$ cat src/rtl/branch_resolve_pkg.sv
// Shared MIPS branch decode constants, prediction-queue entry type and target helper
// for the EX-stage branch resolver.
package branch_resolve_pkg;

  localparam int INST_W = 32;
  typedef logic [INST_W-1:0] inst_bus_t;

  localparam logic [5:0] EXE_REGIMM_INST = 6'b000001;
  localparam logic [5:0] EXE_BEQ         = 6'b000100;
  localparam logic [5:0] EXE_BNE         = 6'b000101;
  localparam logic [5:0] EXE_BLEZ        = 6'b000110;
  localparam logic [5:0] EXE_BGTZ        = 6'b000111;

  localparam logic [4:0] EXE_BLTZ        = 5'b00000;
  localparam logic [4:0] EXE_BGEZ        = 5'b00001;
  localparam logic [4:0] EXE_BLTZAL      = 5'b10000;
  localparam logic [4:0] EXE_BGEZAL      = 5'b10001;

  localparam logic BP_YES = 1'b1;
  localparam logic BP_NO  = 1'b0;

  typedef struct packed {
    logic [31:0] pc;
    logic        taken;
  } pred_entry_t;

  function automatic logic [31:0] branch_target(input logic [31:0] pc, input logic [15:0] imm);
    return pc + 32'd4 + {{14{imm[15]}}, imm, 2'b00};
  endfunction

endpackage

$ cat src/rtl/bp_pred_fifo.sv
// Circular queue of pending branch predictions; clear empties it, and a push into a
// full queue is accepted only when a pop frees the head slot in the same cycle.
module bp_pred_fifo
  import branch_resolve_pkg::*;
#(
  parameter int DEPTH = 4,
  parameter int PTR_W = 2
) (
  input  logic        clk,
  input  logic        rst,
  input  logic        push,
  input  logic        pop,
  input  logic        clear,
  input  pred_entry_t push_data,
  output logic        full,
  output logic        empty,
  output pred_entry_t head
);

  logic [PTR_W-1:0] rd_ptr;
  logic [PTR_W-1:0] wr_ptr;
  logic [PTR_W:0]   cnt;
  pred_entry_t      mem [DEPTH];
  logic             do_push;
  logic             do_pop;

  assign full    = (cnt == (PTR_W+1)'(DEPTH));
  assign empty   = (cnt == '0);
  assign head    = mem[rd_ptr];
  assign do_pop  = pop && !empty;
  assign do_push = push && (!full || do_pop);

  always_ff @(posedge clk) begin
    if (rst || clear) begin
      rd_ptr <= '0;
      wr_ptr <= '0;
      cnt    <= '0;
    end else begin
      if (do_push) wr_ptr <= wr_ptr + 1'b1;
      if (do_pop)  rd_ptr <= rd_ptr + 1'b1;
      cnt <= cnt + {{PTR_W{1'b0}}, do_push} - {{PTR_W{1'b0}}, do_pop};
    end
  end

  always_ff @(posedge clk) begin
    if (do_push) mem[wr_ptr] <= push_data;
  end

endmodule

$ cat src/rtl/branch_resolve.sv
// EX-stage branch resolution: checks the real outcome against the prediction queued at
// decode, raises flush/redirect on mispredicts and trains the predictor.
module branch_resolve
  import branch_resolve_pkg::*;
#(
  parameter int DEPTH = 4,
  parameter int PTR_W = 2
) (
  input  logic        clk,
  input  logic        rst,
  input  logic        pred_valid,
  input  logic [31:0] pred_pc,
  input  logic        pred_taken,
  output logic        pred_ready,
  input  logic        ex_valid,
  input  inst_bus_t   ex_inst,
  input  logic [31:0] ex_pc,
  input  logic [31:0] ex_rs_data,
  input  logic [31:0] ex_rt_data,
  input  logic        ex_flush_in,
  output logic        flush,
  output logic [31:0] redirect_pc,
  output logic        upd_valid,
  output logic [31:0] upd_pc,
  output logic        upd_taken,
  output logic        link_valid,
  output logic [31:0] link_addr,
  output logic [31:0] branch_cnt,
  output logic [31:0] mispredict_cnt,
  output logic        q_err
);

  function automatic logic [31:0] sat_inc(input logic [31:0] v);
    return (v == 32'hFFFF_FFFF) ? v : v + 32'd1;
  endfunction

  logic [5:0]         opcode_p0;
  logic [4:0]         rt_sel_p0;
  logic [15:0]        imm_p0;
  logic signed [31:0] rs_p0;
  logic signed [31:0] rt_p0;
  logic               unused_rs_field;
  logic               is_br_p0;
  logic               is_link_p0;
  logic               actual_p0;
  logic               resolve_p0;
  logic               head_hit_p0;
  logic               predicted_p0;
  logic               mispredict_p0;
  logic               pop_p0;
  logic               push_ok_p0;
  logic               q_err_set_p0;
  logic               full;
  logic               empty;
  pred_entry_t        head;

  assign opcode_p0       = ex_inst[31:26];
  assign rt_sel_p0       = ex_inst[20:16];
  assign imm_p0          = ex_inst[15:0];
  assign unused_rs_field = ^ex_inst[25:21];
  assign rs_p0           = signed'(ex_rs_data);
  assign rt_p0           = signed'(ex_rt_data);

  always_comb begin
    is_br_p0   = 1'b0;
    is_link_p0 = 1'b0;
    actual_p0  = 1'b0;
    case (opcode_p0)
      EXE_BEQ:  begin is_br_p0 = 1'b1; actual_p0 = (rs_p0 == rt_p0);  end
      EXE_BNE:  begin is_br_p0 = 1'b1; actual_p0 = (rs_p0 != rt_p0);  end
      EXE_BGTZ: begin is_br_p0 = 1'b1; actual_p0 = (rs_p0 >  32'sd0); end
      EXE_BLEZ: begin is_br_p0 = 1'b1; actual_p0 = (rs_p0 <= 32'sd0); end
      EXE_REGIMM_INST: begin
        case (rt_sel_p0)
          EXE_BGEZ:   begin is_br_p0 = 1'b1; actual_p0 = (rs_p0 >= 32'sd0); end
          EXE_BLTZ:   begin is_br_p0 = 1'b1; actual_p0 = (rs_p0 <  32'sd0); end
          EXE_BGEZAL: begin is_br_p0 = 1'b1; is_link_p0 = 1'b1; actual_p0 = (rs_p0 >= 32'sd0); end
          EXE_BLTZAL: begin is_br_p0 = 1'b1; is_link_p0 = 1'b1; actual_p0 = (rs_p0 <  32'sd0); end
          default: ;
        endcase
      end
      default: ;
    endcase
  end

  // An unmatched head is still consumed so the queue re-aligns with the real branch stream.
  assign resolve_p0    = ex_valid && is_br_p0 && !ex_flush_in;
  assign head_hit_p0   = !empty && (head.pc == ex_pc);
  assign predicted_p0  = head_hit_p0 ? head.taken : BP_NO;
  assign mispredict_p0 = (actual_p0 != predicted_p0);
  assign pop_p0        = resolve_p0 && !empty;
  assign push_ok_p0    = pred_valid && (!full || pop_p0);
  assign q_err_set_p0  = (pred_valid && !push_ok_p0) || (resolve_p0 && !head_hit_p0);
  assign pred_ready    = !full;

  bp_pred_fifo #(
    .DEPTH (DEPTH),
    .PTR_W (PTR_W)
  ) u_fifo (
    .clk       (clk),
    .rst       (rst),
    .push      (push_ok_p0),
    .pop       (pop_p0),
    .clear     (flush || ex_flush_in),
    .push_data ('{pc: pred_pc, taken: pred_taken}),
    .full      (full),
    .empty     (empty),
    .head      (head)
  );

  // ---- p0 -> p1: registered resolution outputs ----
  always_ff @(posedge clk) begin
    if (rst) begin
      flush          <= 1'b0;
      redirect_pc    <= '0;
      upd_valid      <= 1'b0;
      upd_pc         <= '0;
      upd_taken      <= 1'b0;
      link_valid     <= 1'b0;
      link_addr      <= '0;
      branch_cnt     <= '0;
      mispredict_cnt <= '0;
      q_err          <= 1'b0;
    end else begin
      flush      <= resolve_p0 && mispredict_p0;
      upd_valid  <= resolve_p0;
      link_valid <= resolve_p0 && is_link_p0;
      q_err      <= q_err || q_err_set_p0;
      if (resolve_p0) begin
        upd_pc     <= ex_pc;
        upd_taken  <= actual_p0;
        branch_cnt <= sat_inc(branch_cnt);
      end
      if (resolve_p0 && mispredict_p0) begin
        redirect_pc    <= actual_p0 ? branch_target(ex_pc, imm_p0) : ex_pc + 32'd8;
        mispredict_cnt <= sat_inc(mispredict_cnt);
      end
      if (resolve_p0 && is_link_p0) link_addr <= ex_pc + 32'd8;
    end
  end

endmodule

$ cat config.mk
export PLATFORM = sky130hd
export DESIGN_NAME = branch_resolve
export DESIGN_NICKNAME = d
export VERILOG_FILES = /design/src/rtl/branch_resolve_pkg.sv /design/src/rtl/bp_pred_fifo.sv /design/src/rtl/branch_resolve.sv
export SDC_FILE = /design/constraint.sdc
export NUM_CORES = 1
export LEC_CHECK = 0
export BUFFER_PORTS_ARGS = -buffer_cell sky130_fd_sc_hd__buf_2
export CORE_MARGIN = 2
export CORE_UTILIZATION = 30
export CTS_BUF_LIST = sky130_fd_sc_hd__clkbuf_8
export DETAILED_ROUTE_END_ITERATION = 12
export PLACE_DENSITY_LB_ADDON = 0.3
export SYNTH_ARGS = -nofsm -noshare
export SYNTH_HDL_FRONTEND = slang
export SYNTH_SLANG_ARGS = --single-unit
$ cat constraint.sdc
create_clock -name clk -period 5.3 [get_ports clk]
set_clock_uncertainty 0.2 [all_clocks]
set_input_delay 1.06 -clock clk [delete_from_list [all_inputs] [get_ports clk]]
set_output_delay 1.06 -clock clk [all_outputs]
set_load 0.01 [all_outputs]
=== Word-level counts from Yosys, hierarchy flattened ===
Memories as Yosys holds them, arrays and structs flattened. A register that Yosys moved wholly into a read port is not among the register bits.
Index checks and enable logic that the tools add are counted.

* Memories: 1
* Output and inout port bits: 166
* Bits in read-only memories: 0
* Input port bits: 166
* Word-level logic and storage cells: 87
* Register bits after elaboration: 172
* RAM bits: 132
* Bits in latches: 0

* Add/subtract/negate cells: 9
* Shift operators: 0
* Multiplexer cells: 12
* $lt $le $gt $ge: 4
* Divide/modulo/power cells: 0
* Bitwise logic cells: 2
* $mul: 0
* Equality and inequality tests: 15
* Reduce and logical (&&, ||, !) cells: 31

{| class="wikitable"
|+ Memories
! memory !! depth !! bits a word !! read ports !! clocked after memory_dff !! write ports !! line !! text
|-
| u_fifo.mem || 4 || 33 || 1 || 1 || 1 || bp_pred_fifo.sv:23 || <nowiki>pred_entry_t mem [DEPTH];</nowiki>
|}

{| class="wikitable"
|+ Operators by type and width
! kind !! count
|-
| 32-bit by 1-bit adder with 32-bit output (second input constant) || 2
|-
| 32-bit equality test || 2
|-
| 32-bit equality test (second input constant) || 2
|-
| 32-bit by 3-bit adder with 32-bit output (second input constant) || 1
|-
| 32-bit adder || 1
|-
| 32-bit by 4-bit adder with 32-bit output (second input constant) || 1
|-
| 32-bit by 1-bit greater-or-equal comparator with 1-bit output (second input constant) || 1
|-
| 32-bit by 1-bit > comparator with 1-bit output (second input constant) || 1
|-
| 32-bit by 1-bit less-or-equal comparator with 1-bit output (second input constant) || 1
|-
| 32-bit by 1-bit < comparator with 1-bit output (second input constant) || 1
|-
| 32-bit 2-to-1 mux || 1
|-
| 32-bit inequality test || 1
|-
| 6-bit by 3-bit equality test with 1-bit output (second input constant) || 4
|-
| 1-bit logical AND || 11
|-
| 5-bit equality test (second input constant) || 2
|-
| 4-bit OR reduction || 2
|-
| 6-bit by 1-bit equality test with 1-bit output (second input constant) || 1
|-
| 1-bit logical OR || 6
|-
| 1-bit 2-to-1 mux || 6
|-
| 2-bit OR reduction || 3
|-
| 5-bit by 1-bit equality test with 1-bit output (second input constant) || 1
|-
| 1-bit zero test || 5
|-
| 5-bit zero test || 1
|-
| 1-bit one-hot mux with 5 select lines || 1
|-
| 10 further kinds || 15
|}

=== Logic depth before layout (Yosys ltp) ===
Gate-level depths: netlist (run 1).

* Word-level depth: 13
* Mapped depth: 14
* Depth with buffers taken out: 14

=== Cells and area by module ===
Synthesis (run 1) repeated with hierarchy kept, for this count alone.

* Cell total of the unflattened synthesis: 1577
* Area, all modules: 15956.6 um^2

{| class="wikitable"
|+ Modules (own cells, without submodules)
! module !! area each (um^2) !! times used !! sequential area each (um^2) !! cells each
|-
| branch_resolve || 10729.0 || 1 || 3303.2 || 1356
|-
| bp_pred_fifo || 5227.5 || 1 || 4144.0 || 221
|}

=== Worst setup path after synthesis (run 1) ===
Ideal clock, no wire load.

* Path type: input to register
* Start: in ex_inst[17]
* End: mem u_fifo.mem[0][0] in the netlist's numbering (enable)
* Stages on the path: 7
* Setup slack: 1270 ps
* Buffers on the path: 1
* Data arrival time: 3437 ps
* Library setup time: 393 ps
* Cell sequence: or4_1 -> nor3_1 -> o21a_1 -> clkbuf_1 -> o21ai_0 -> inv_1 -> and2_1

* Longest elaborated chain between the ends: 12
* Elaborated cells on any way between the ends: 17
* Classes of those cells: 3 x eq/ne; 4 x mux; 10 x reduce/logical

{| class="wikitable"
|+ RTL lines
! element !! line !! text
|-
| from (decl) || branch_resolve.sv:16 || <nowiki>input inst_bus_t ex_inst,</nowiki>
|-
| 5-bit equality test, or another cell as far along || branch_resolve.sv:74 || <nowiki>case (rt_sel_p0)</nowiki>
|-
| 4-bit OR reduction (no line) * || n/a ||
|-
| 1-bit 2-to-1 mux * || branch_resolve.sv:74 ||
|-
| 1-bit one-hot mux with 2 select lines * || branch_resolve.sv:68 || <nowiki>case (opcode_p0)</nowiki>
|-
| 1-bit logical AND * (2 in a row) || branch_resolve.sv:87 || <nowiki>assign resolve_p0 = ex_valid && is_br_p0 && !ex_flush_in;</nowiki>
|-
| 1-bit logical AND * || branch_resolve.sv:91 || <nowiki>assign pop_p0 = resolve_p0 && !empty;</nowiki>
|-
| 1-bit logical OR / 1-bit logical AND (equally long branches) || branch_resolve.sv:92, bp_pred_fifo.sv:30 ||
|-
| 1-bit logical AND / 1-bit logical OR (equally long branches) || branch_resolve.sv:92, bp_pred_fifo.sv:31 ||
|-
| 1-bit logical AND * || bp_pred_fifo.sv:31 || <nowiki>assign do_push = push && (!full || do_pop);</nowiki>
|-
| via u_fifo.do_push || bp_pred_fifo.sv:24 || <nowiki>logic do_push;</nowiki>
|-
| 1-bit 2-to-1 mux * || bp_pred_fifo.sv:46 || <nowiki>if (do_push) mem[wr_ptr] <= push_data;</nowiki>
|-
| 1-bit 2-to-1 mux (implied by the code) * || bp_pred_fifo.sv:46 ||
|-
| to (decl) || bp_pred_fifo.sv:23 ||
|}

Mark *: on every way through the listed nets, which the timed path passes. The rest lies on a longest branch.

==> impl_metrics.env, run 1 <==
export IMPL_tightest_slew_ns=1.16
export IMPL_cts_htree_levels=2
export IMPL_port_buffers=326
export IMPL_fin_util=0.374
export IMPL_initial_core_util=0.303
export IMPL_final_setup_viol_count=0
export IMPL_max_slew_margin_rel=0.225
export IMPL_multiInputGateArea_um2=7320
export IMPL_rsz0062_at_grt="no"
export IMPL_slowest_stage="o21ai_4"
export IMPL_hold_class="reg -> reg"
export IMPL_p_per_area_nw_per_um2=282
export IMPL_synth_avg_cell_area_um2=10.5
export IMPL_path_class="reg -> reg"
export IMPL_final_common_cell="buf_2"
export IMPL_p_int_uw=3890
export IMPL_max_freq_mhz=212
export IMPL_start_kind="flop"
export IMPL_dieArea_um2=52300
export IMPL_routed_wl_um=48800
export IMPL_ys_seq_elements=306
export IMPL_worstPathRequired_ns=5.56
export IMPL_yosysUniqueCellTypes=60
export IMPL_postCtsSetupRepairBufs=0
export IMPL_crit_family="simple AND/OR/NAND/NOR gates"
export IMPL_crit_fanout=52
export IMPL_ys_seq_area_frac=0.492
export IMPL_outcome="finished clean"
export IMPL_hold_viol=0
export IMPL_num_vias=12228
export IMPL_row_count=82
export IMPL_synth_flop_cell="dfxtp_1"
export IMPL_cpPeakStageDelay_ns=0.88
export IMPL_cp_buffers_inverters=2
export IMPL_clock_latency_ns=0.64
export IMPL_gp_congestion=1.00
export IMPL_p_sw_uw=1380
export IMPL_nNetsFinal=2017
export IMPL_drc=0
export IMPL_viasPerCell=4.88
export IMPL_ir_drop_uv=184
export IMPL_die_w_um=229
export IMPL_drtIter0Drc=664
export IMPL_hpwl_um=36500
export IMPL_area_delta_synth_final_pct=23.4
export IMPL_cts_resized=0
export IMPL_synthArstFlopShare=0
export IMPL_synth_edff_count=132
export IMPL_maxCapViolations=0
export IMPL_cts_made_buffers=55
export IMPL_setup_tns_ns=0
export IMPL_postCtsHoldBufs=0
export IMPL_register_area_um2=7450
export IMPL_core_um2=50000
export IMPL_yosys_warnings=0
export IMPL_p_comb_frac=0.111
export IMPL_die_h_um=229
export IMPL_final_cell_mix="325 x buf_2, 173 x dfxtp_1, 136 x nor2_1, 132 x edfxtp_1, 119 x nand2_1"
export IMPL_drive_gt1_frac=0.263
export IMPL_synth_cells=1447
export IMPL_synth_area_um2=15100
export IMPL_worstHoldStart="redirect_pc[2]"
export IMPL_grt_usage=0.181
export IMPL_crit_chain="buf_12, mux4_2, xor2_1, or4_1, nor4_2, nand4_1, o21a_1, o21ai_4, buf_4, mux2i_1, nor2_1"
export IMPL_period_needed_ns=4.72
export IMPL_end_kind="flop"
export IMPL_clk_pin_slew_worst_paths_ns=0.06
export IMPL_grt_ovfl_total=0
export IMPL_leakage_uw=0.00734
export IMPL_maxSlewViolCount=0
export IMPL_switching_share=0.262
export IMPL_period_share=0.891
export IMPL_grt_pass1_vias=11997
export IMPL_clockBufferDepth=3
export IMPL_synth_net_count=1681
export IMPL_grt_start_max_net_pins=87
export IMPL_num_fill_cells=5015
export IMPL_io_pin_count=332
export IMPL_cts_root_buffer="clkbuf_8"
export IMPL_antenna_found_initial=12
export IMPL_drtAntennaViolNets=0
export IMPL_power_frac_seq=0.474
export IMPL_post_drt_wl_per_cell_um=19.5
export IMPL_cts_tree="yes"
export IMPL_grt_pass1_wl_um=72200
export IMPL_arrival_ns=4.99
export IMPL_cts_sinks=306
export IMPL_clock_power_share=0.415
export IMPL_drtPass1Iterations=4
## power groups by stage
stage          Combinational [uW]  Sequential (uW)  Clock [uW]
3_5_place_dp                  588             2550           0
6_report                      585             2500        2190
3_3_place_gp                  583             2550           0
5_1_grt                       645             2500        2360
4_1_cts                       592             2500        2270
2_1_floorplan                 353             2550           0
## cell usage after synthesis, drive strengths merged (3+ instances only)
master | number | area share
a211oi | 49 | 0.024
a21o | 10 | 0.0050
a21oi | 82 | 0.027
a311oi | 4 | 0.0027
a31oi | 3 | 0.0012
and2 | 15 | 0.0062
and3 | 16 | 0.0066
and3b | 3 | 0.0017
and4 | 10 | 0.0058
buf | 15 | 0.0050
clkbuf | 61 | 0.015
dfxtp | 174 | 0.23
edfxtp | 132 | 0.26
ha | 66 | 0.055
inv | 26 | 0.0064
mux2 | 6 | 0.0045
mux2i | 23 | 0.015
mux4 | 33 | 0.049
nand2 | 119 | 0.029
nand2b | 8 | 0.0033
nand3 | 43 | 0.014
nand4 | 47 | 0.019
nor2 | 136 | 0.034
nor2b | 33 | 0.014
nor3 | 42 | 0.014
nor4 | 18 | 0.0078
o211ai | 7 | 0.0035
o21a | 5 | 0.0025
o21ai | 43 | 0.014
o21bai | 5 | 0.0025
o311a | 3 | 0.0020
or3 | 28 | 0.012
or4 | 5 | 0.0025
xnor2 | 106 | 0.061
xor2 | 46 | 0.027
## stage by stage
step                      hold slack (ns)  power (uW)  area [um2]  cells  setup WS [ns]
after floorplan                     0.269        2900       15100   1447           1.27
after global placement              0.241        3130       17600   2398          0.470
after detailed placement            0.243        3140       17600   2398          0.419
after CTS                           0.251        5360       18700   2502          0.555
after global routing                0.274        5510       18700   2504          0.271
final                               0.251        5280       18700   2506          0.576
## per-layer routing
layer,vias up,GRT usage,wire length (um)
li1,5969,-,-
met1,5794,0.221,20600
met2,365,0.304,23400
met3,84,0.0533,3580
met4,16,0.0586,1170
met5,-,0,94
## final timing paths
kind,to,slack [ns],cells past startpoint
worst max-delay path,redirect_pc[11],0.58,11
worst max register to register,redirect_pc[11],0.58,11
worst min register to register,redirect_pc[2],0.25,2
worst min-delay path,redirect_pc[2],0.25,2
## cell families (layout without fill, tap and decap cells)
group / after synthesis / count (layout) / share of synthesized area
other: 0 / 4 / 0
buffers and inverters: 102 / 485 / 0.0266
AO/OA/AOI/OAI: 228 / 228 / 0.0951
XOR/XNOR: 152 / 152 / 0.0879
adder cells (fa/ha/maj): 68 / 68 / 0.0572
AND/OR/NAND/NOR: 529 / 529 / 0.173
multiplexers: 62 / 62 / 0.0687
flip-flops: 306 / 306 / 0.492
## cell type report
| type | instances | area share |
|---|---|---|
| tap | 672 | 0.0450 |
| timing repair buffer | 355 | 0.101 |
| clock buffer | 61 | 0.0449 |
| inverter | 26 | 0.00522 |
| multi-input combinational | 1039 | 0.392 |
| antenna | 4 | 0.000536 |
| clock inverter | 43 | 0.0135 |
| sequential | 306 | 0.399 |
## flip-flops by register name, summed over array words and instances, names as in the netlist, named ones only
name / flops
upd_pc: 32
q_err: 1
upd_taken: 1
link_valid: 1
flush: 1
upd_valid: 1
link_addr: 32
branch_cnt: 32
u_fifo.cnt: 3
u_fifo.wr_ptr: 2
redirect_pc: 32
u_fifo.mem: 132
mispredict_cnt: 32
u_fifo.rd_ptr: 2
## tightest hold or removal path: cells and delay by family, from the launching register on
kind / cells / cell delay, ns
AO/OA/AOI/OAI: 1 / 0.05
flip-flops: 1 / 0.30
AND/OR/NAND/NOR: 1 / 0.05
No activity file was read; power rests on OpenSTA's default activity.
==> inputs of run 2 (changes only) <==
--- a/config.mk
+++ b/config.mk
@@ -6,6 +6,7 @@
 export NUM_CORES = 1
 export LEC_CHECK = 0
 export BUFFER_PORTS_ARGS = -buffer_cell sky130_fd_sc_hd__buf_2
+export CORE_ASPECT_RATIO = 0.9
 export CORE_MARGIN = 2
 export CORE_UTILIZATION = 30
 export CTS_BUF_LIST = sky130_fd_sc_hd__clkbuf_8
==> run 2 against run 1 <==
Power decreased by 1.0%. First-iteration DRC count increased by 30%. Worst setup slack improved by 0.36 ns. Register-to-register slack improved by 0.36 ns. Core utilization decreased by 0.17 points.
==> impl_metrics.env, run 2 (synthesis gave the netlist of run 1 again) <==
export IMPL_setup_tns_ns=0
export IMPL_cts_sinks=306
export IMPL_drtAntennaViolNets=0
export IMPL_drc=0
export IMPL_grt_start_max_net_pins=125
export IMPL_nNetsFinal=2015
export IMPL_tightest_slew_ns=1.03
export IMPL_routed_wl_um=49600
export IMPL_maxSlewViolCount=0
export IMPL_gp_congestion=0.840
export IMPL_hpwl_um=36900
export IMPL_period_share=0.823
export IMPL_drive_gt1_frac=0.264
export IMPL_crit_chain="buf_4, mux4_2, xnor2_1, nand4_1, nor3_1, nand4_1, a311oi_2, o21ai_4, buf_4, nor4_1, mux2_2"
export IMPL_cts_resized=0
export IMPL_grt_pass1_wl_um=71100
export IMPL_leakage_uw=0.00730
export IMPL_max_freq_mhz=229
export IMPL_post_drt_wl_per_cell_um=19.8
export IMPL_post_route_cell_area_um2=18700
export IMPL_cpPeakStageDelay_ns=0.57
export IMPL_worstPathRequired_ns=5.62
export IMPL_clockBufferDepth=3
export IMPL_dieArea_um2=52300
export IMPL_final_setup_viol_count=0
export IMPL_postCtsHoldBufs=0
export IMPL_num_vias=12426
export IMPL_die_h_um=217
export IMPL_initial_core_util=0.302
export IMPL_postCtsSetupRepairBufs=0
export IMPL_fin_util=0.372
export IMPL_grt_usage=0.182
export IMPL_row_count=78
export IMPL_end_kind="flop"
export IMPL_final_cell_mix="325 x buf_2, 173 x dfxtp_1, 136 x nor2_1, 132 x edfxtp_1, 119 x nand2_1"
export IMPL_maxCapViolations=0
export IMPL_viasPerCell=4.95
export IMPL_path_class="reg -> reg"
export IMPL_ir_drop_uv=186
export IMPL_start_kind="flop"
export IMPL_worst_slack_ns=0.940
export IMPL_cts_htree_levels=2
export IMPL_drtPass1Iterations=5
export IMPL_cts_tree="yes"
export IMPL_largest_register="u_fifo.mem"
export IMPL_clock_latency_ns=0.64
export IMPL_crit_family="simple AND/OR/NAND/NOR gates"
export IMPL_cts_root_buffer="clkbuf_8"
export IMPL_hold_ws_ns=0.252
export IMPL_num_fill_cells=5023
export IMPL_slowest_stage="mux4_2"
export IMPL_p_per_area_nw_per_um2=280
export IMPL_io_pin_count=332
export IMPL_final_common_cell="buf_2"
export IMPL_clk_pin_slew_worst_paths_ns=0.06
export IMPL_outcome="finished clean"
export IMPL_hold_class="reg -> reg"
export IMPL_period_needed_ns=4.36
export IMPL_preCtsSetupSlack_ns=0.658
export IMPL_placedInstanceArea_um2=17600
export IMPL_grt_ovfl_total=0
export IMPL_rsz0062_at_grt="no"
export IMPL_arrival_ns=4.68
export IMPL_die_w_um=241
export IMPL_port_buffers=326
export IMPL_drtIter0Drc=862
export IMPL_cp_buffers_inverters=2
export IMPL_antenna_found_initial=14
export IMPL_max_slew_margin_rel=0.312
export IMPL_grt_pass1_vias=11836
export IMPL_hold_viol=0
export IMPL_crit_fanout=44
export IMPL_area_delta_synth_final_pct=23.3
export IMPL_core_um2=50200
export IMPL_largest_reg_flops=132
export IMPL_cts_made_buffers=54
[run 2: cell types whose count changed in the layout (fill, tap and decap cells not counted)]
cell / change
diode_2: +3
clkinvlp_4: +1
clkinv_4: -1
clkbuf_8: +5
inv_6: -1
bufinv_16: -2
buf_12: +1
buf_6: -1
buf_4: -1
inv_1: -8
[run 2: path summary, 6_finish.rpt]
check,from,endpoint,slack (ns),cells past startpoint
max,flop,mispredict_cnt[26],0.94,11
min,upd_pc[27],upd_pc[27],0.25,2
max reg2reg,flop,mispredict_cnt[26],0.94,11
min reg2reg,upd_pc[27],upd_pc[27],0.25,2
[run 2: stage by stage]
step	power, uW	std cells
after floorplan	2900	1447
final	5220	2510
after detailed placement	3140	2405
after CTS	5310	2503
after global routing	5450	2508
after global placement	3130	2405
[run 2: layout make-up]
cell class	instances	area [um2]	share of cell area
timing repair buffer	354	1880	0.101
clock inverter	32	153	0.00817
sequential	306	7450	0.399
multi-input combinational	1039	7320	0.392
clock buffer	66	908	0.0486
inverter	26	97.6	0.00523
tap	680	851	0.0456
antenna	7	17.5	0.000938
[run 2: where the power goes]
part | internal [uW] | switching (uW)
combinational | 242 | 352
clock | 1130 | 1000
sequential | 2490 | 8.30
total | 3860 | 1360
[run 2: tightest hold or removal path: stages, from the launching register on]
cell and delay [ns]:
dfxtp_1 0.30, nand2_1 0.05, a21oi_1 0.05
[run 2: layer usage]
metal,global-route usage,part of all wire
met1,0.234,0.43
met5,0,0.0018
met2,0.288,0.45
met4,0.0722,0.028
met3,0.0530,0.086
==> inputs of run 3 (changes only) <==
==> constraint.sdc (replaced) <==
create_clock -name clk -period 4.25 [get_ports clk]
set_clock_uncertainty 0.2 [all_clocks]
set_input_delay 0.85 -clock clk [delete_from_list [all_inputs] [get_ports clk]]
set_output_delay 0.85 -clock clk [all_outputs]
set_load 0.01 [all_outputs]
==> run 3 against run 2 <==
Sequential power grew 25%. Maximum frequency is 8.8% higher. Final area rose by 3.2%. Global-route usage rose by 0.67 points. Largest cell class unchanged.
==> impl_metrics.env, run 3 (synthesis gave the netlist of run 1 again) <==
export IMPL_outcome="finished clean"
export IMPL_viasPerCell=4.91
export IMPL_clock_latency_ns=0.64
export IMPL_port_buffers=326
export IMPL_fin_util=0.384
export IMPL_row_count=78
export IMPL_drtAntennaViolNets=0
export IMPL_maxSlewViolCount=0
export IMPL_largest_reg_flops=132
export IMPL_routed_wl_um=50600
export IMPL_cts_root_buffer="clkbuf_8"
export IMPL_clockBufferDepth=3
export IMPL_cts_sinks=306
export IMPL_core_um2=50200
export IMPL_path_class="reg -> reg"
export IMPL_cpPeakStageDelay_ns=0.53
export IMPL_period_share=0.942
export IMPL_nNetsFinal=2074
export IMPL_start_kind="flop"
export IMPL_largest_register="u_fifo.mem"
export IMPL_cts_made_buffers=55
export IMPL_hold_class="in -> reg"
export IMPL_grt_start_max_net_pins=64
export IMPL_preCtsSetupSlack_ns=-0.0550
export IMPL_die_w_um=241
export IMPL_die_h_um=217
export IMPL_worst_slack_ns=0.245
export IMPL_cp_buffers_inverters=3
export IMPL_area_delta_synth_final_pct=27.2
export IMPL_end_kind="flop"
export IMPL_initial_core_util=0.302
export IMPL_postCtsSetupRepairBufs=0
export IMPL_cts_resized=0
export IMPL_ir_drop_uv=218
export IMPL_period_needed_ns=4.01
export IMPL_arrival_ns=4.34
export IMPL_setup_tns_ns=0
export IMPL_final_cell_mix="325 x buf_2, 173 x dfxtp_1, 136 x nor2_1, 132 x edfxtp_1, 119 x nand2_1"
export IMPL_worstPathRequired_ns=4.58
export IMPL_grt_ovfl_total=0
export IMPL_crit_chain="buf_12, mux4_2, xnor2_1, nand4_1, nor3_1, nand4_1, buf_4, a311oi_2, o21ai_4, buf_12, nor4_1, mux2_2"
export IMPL_maxCapViolations=0
export IMPL_postCtsHoldBufs=0
export IMPL_final_common_cell="buf_2"
export IMPL_num_fill_cells=5126
export IMPL_tightest_slew_ns=0.880
export IMPL_final_setup_viol_count=0
export IMPL_grt_pass1_wl_um=73600
export IMPL_hold_viol=0
export IMPL_hpwl_um=38600
export IMPL_drive_gt1_frac=0.291
export IMPL_grt_usage=0.189
export IMPL_hold_ws_ns=0.223
export IMPL_antenna_found_initial=18
export IMPL_max_slew_margin_rel=0.398
export IMPL_drc=0
export IMPL_crit_fanout=23
export IMPL_leakage_uw=0.00764
export IMPL_max_freq_mhz=250
export IMPL_p_total_uw=6790
export IMPL_slowest_stage="mux4_2"
export IMPL_clk_pin_slew_worst_paths_ns=0.06
export IMPL_num_vias=12649
export IMPL_post_drt_wl_per_cell_um=19.7
export IMPL_grt_pass1_vias=12280
export IMPL_dieArea_um2=52300
export IMPL_gp_congestion=0.862
export IMPL_cts_htree_levels=2
export IMPL_crit_family="simple AND/OR/NAND/NOR gates"
export IMPL_drtPass1Iterations=5
export IMPL_drtIter0Drc=713
export IMPL_rsz0062_at_grt="no"
export IMPL_p_per_area_nw_per_um2=352
export IMPL_cts_tree="yes"
export IMPL_io_pin_count=332
## run 3: worst paths after layout
| path | cells past startpoint | endpoint | startpoint | slack, ns |
|---|---|---|---|---|
| min reg2reg | 2 | upd_pc[20] | upd_pc[20] | 0.25 |
| max reg2reg | 12 | mispredict_cnt[28] | flop | 0.24 |
| min | 1 | u_fifo.mem[1][4] | pred_pc[3] | 0.22 |
| max | 12 | mispredict_cnt[28] | flop | 0.24 |
## run 3: routing by layer
metal,up-vias,track usage,part of all wire
met5,-,0,0.0025
met4,20,0.0741,0.029
met3,94,0.0578,0.081
met2,417,0.298,0.45
met1,6034,0.240,0.43
li1,6084,-,-
## run 3: stage by stage
step                instance area [um2]  std cells
floorplan                         15100       1447
global placement                  18100       2463
detailed placement                18100       2463
CTS                               19200       2566
global route                      19300       2572
finish                            19300       2574
## run 3: area by class of cell
type,count,area [um2],area share
repair buffers,412,2380,0.124
well taps,680,851,0.0442
inverters,26,97.6,0.00507
clock buffers,67,922,0.0479
flip-flops and latches,306,7450,0.387
diodes,8,20.0,0.00104
clock inverters,36,230,0.0119
multi-input cells,1039,7320,0.380
## run 3: report_power, final
part	total (uW)	internal, uW	switching, uW
Clock	2870	1560	1310
Combinational	802	343	460
Sequential	3120	3110	10.6
Total	6790	5010	1780
## run 3: worst reg2reg max path, stage by stage, from the launching register on
cell and delay [ns]:
dfxtp_2 0.44, buf_12 0.23, mux4_2 0.54, xnor2_1 0.28, nand4_1 0.15, nor3_1 0.37, nand4_1 0.15, buf_4 0.19
a311oi_2 0.36, o21ai_4 0.11, buf_12 0.17, nor4_1 0.33, mux2_2 0.37
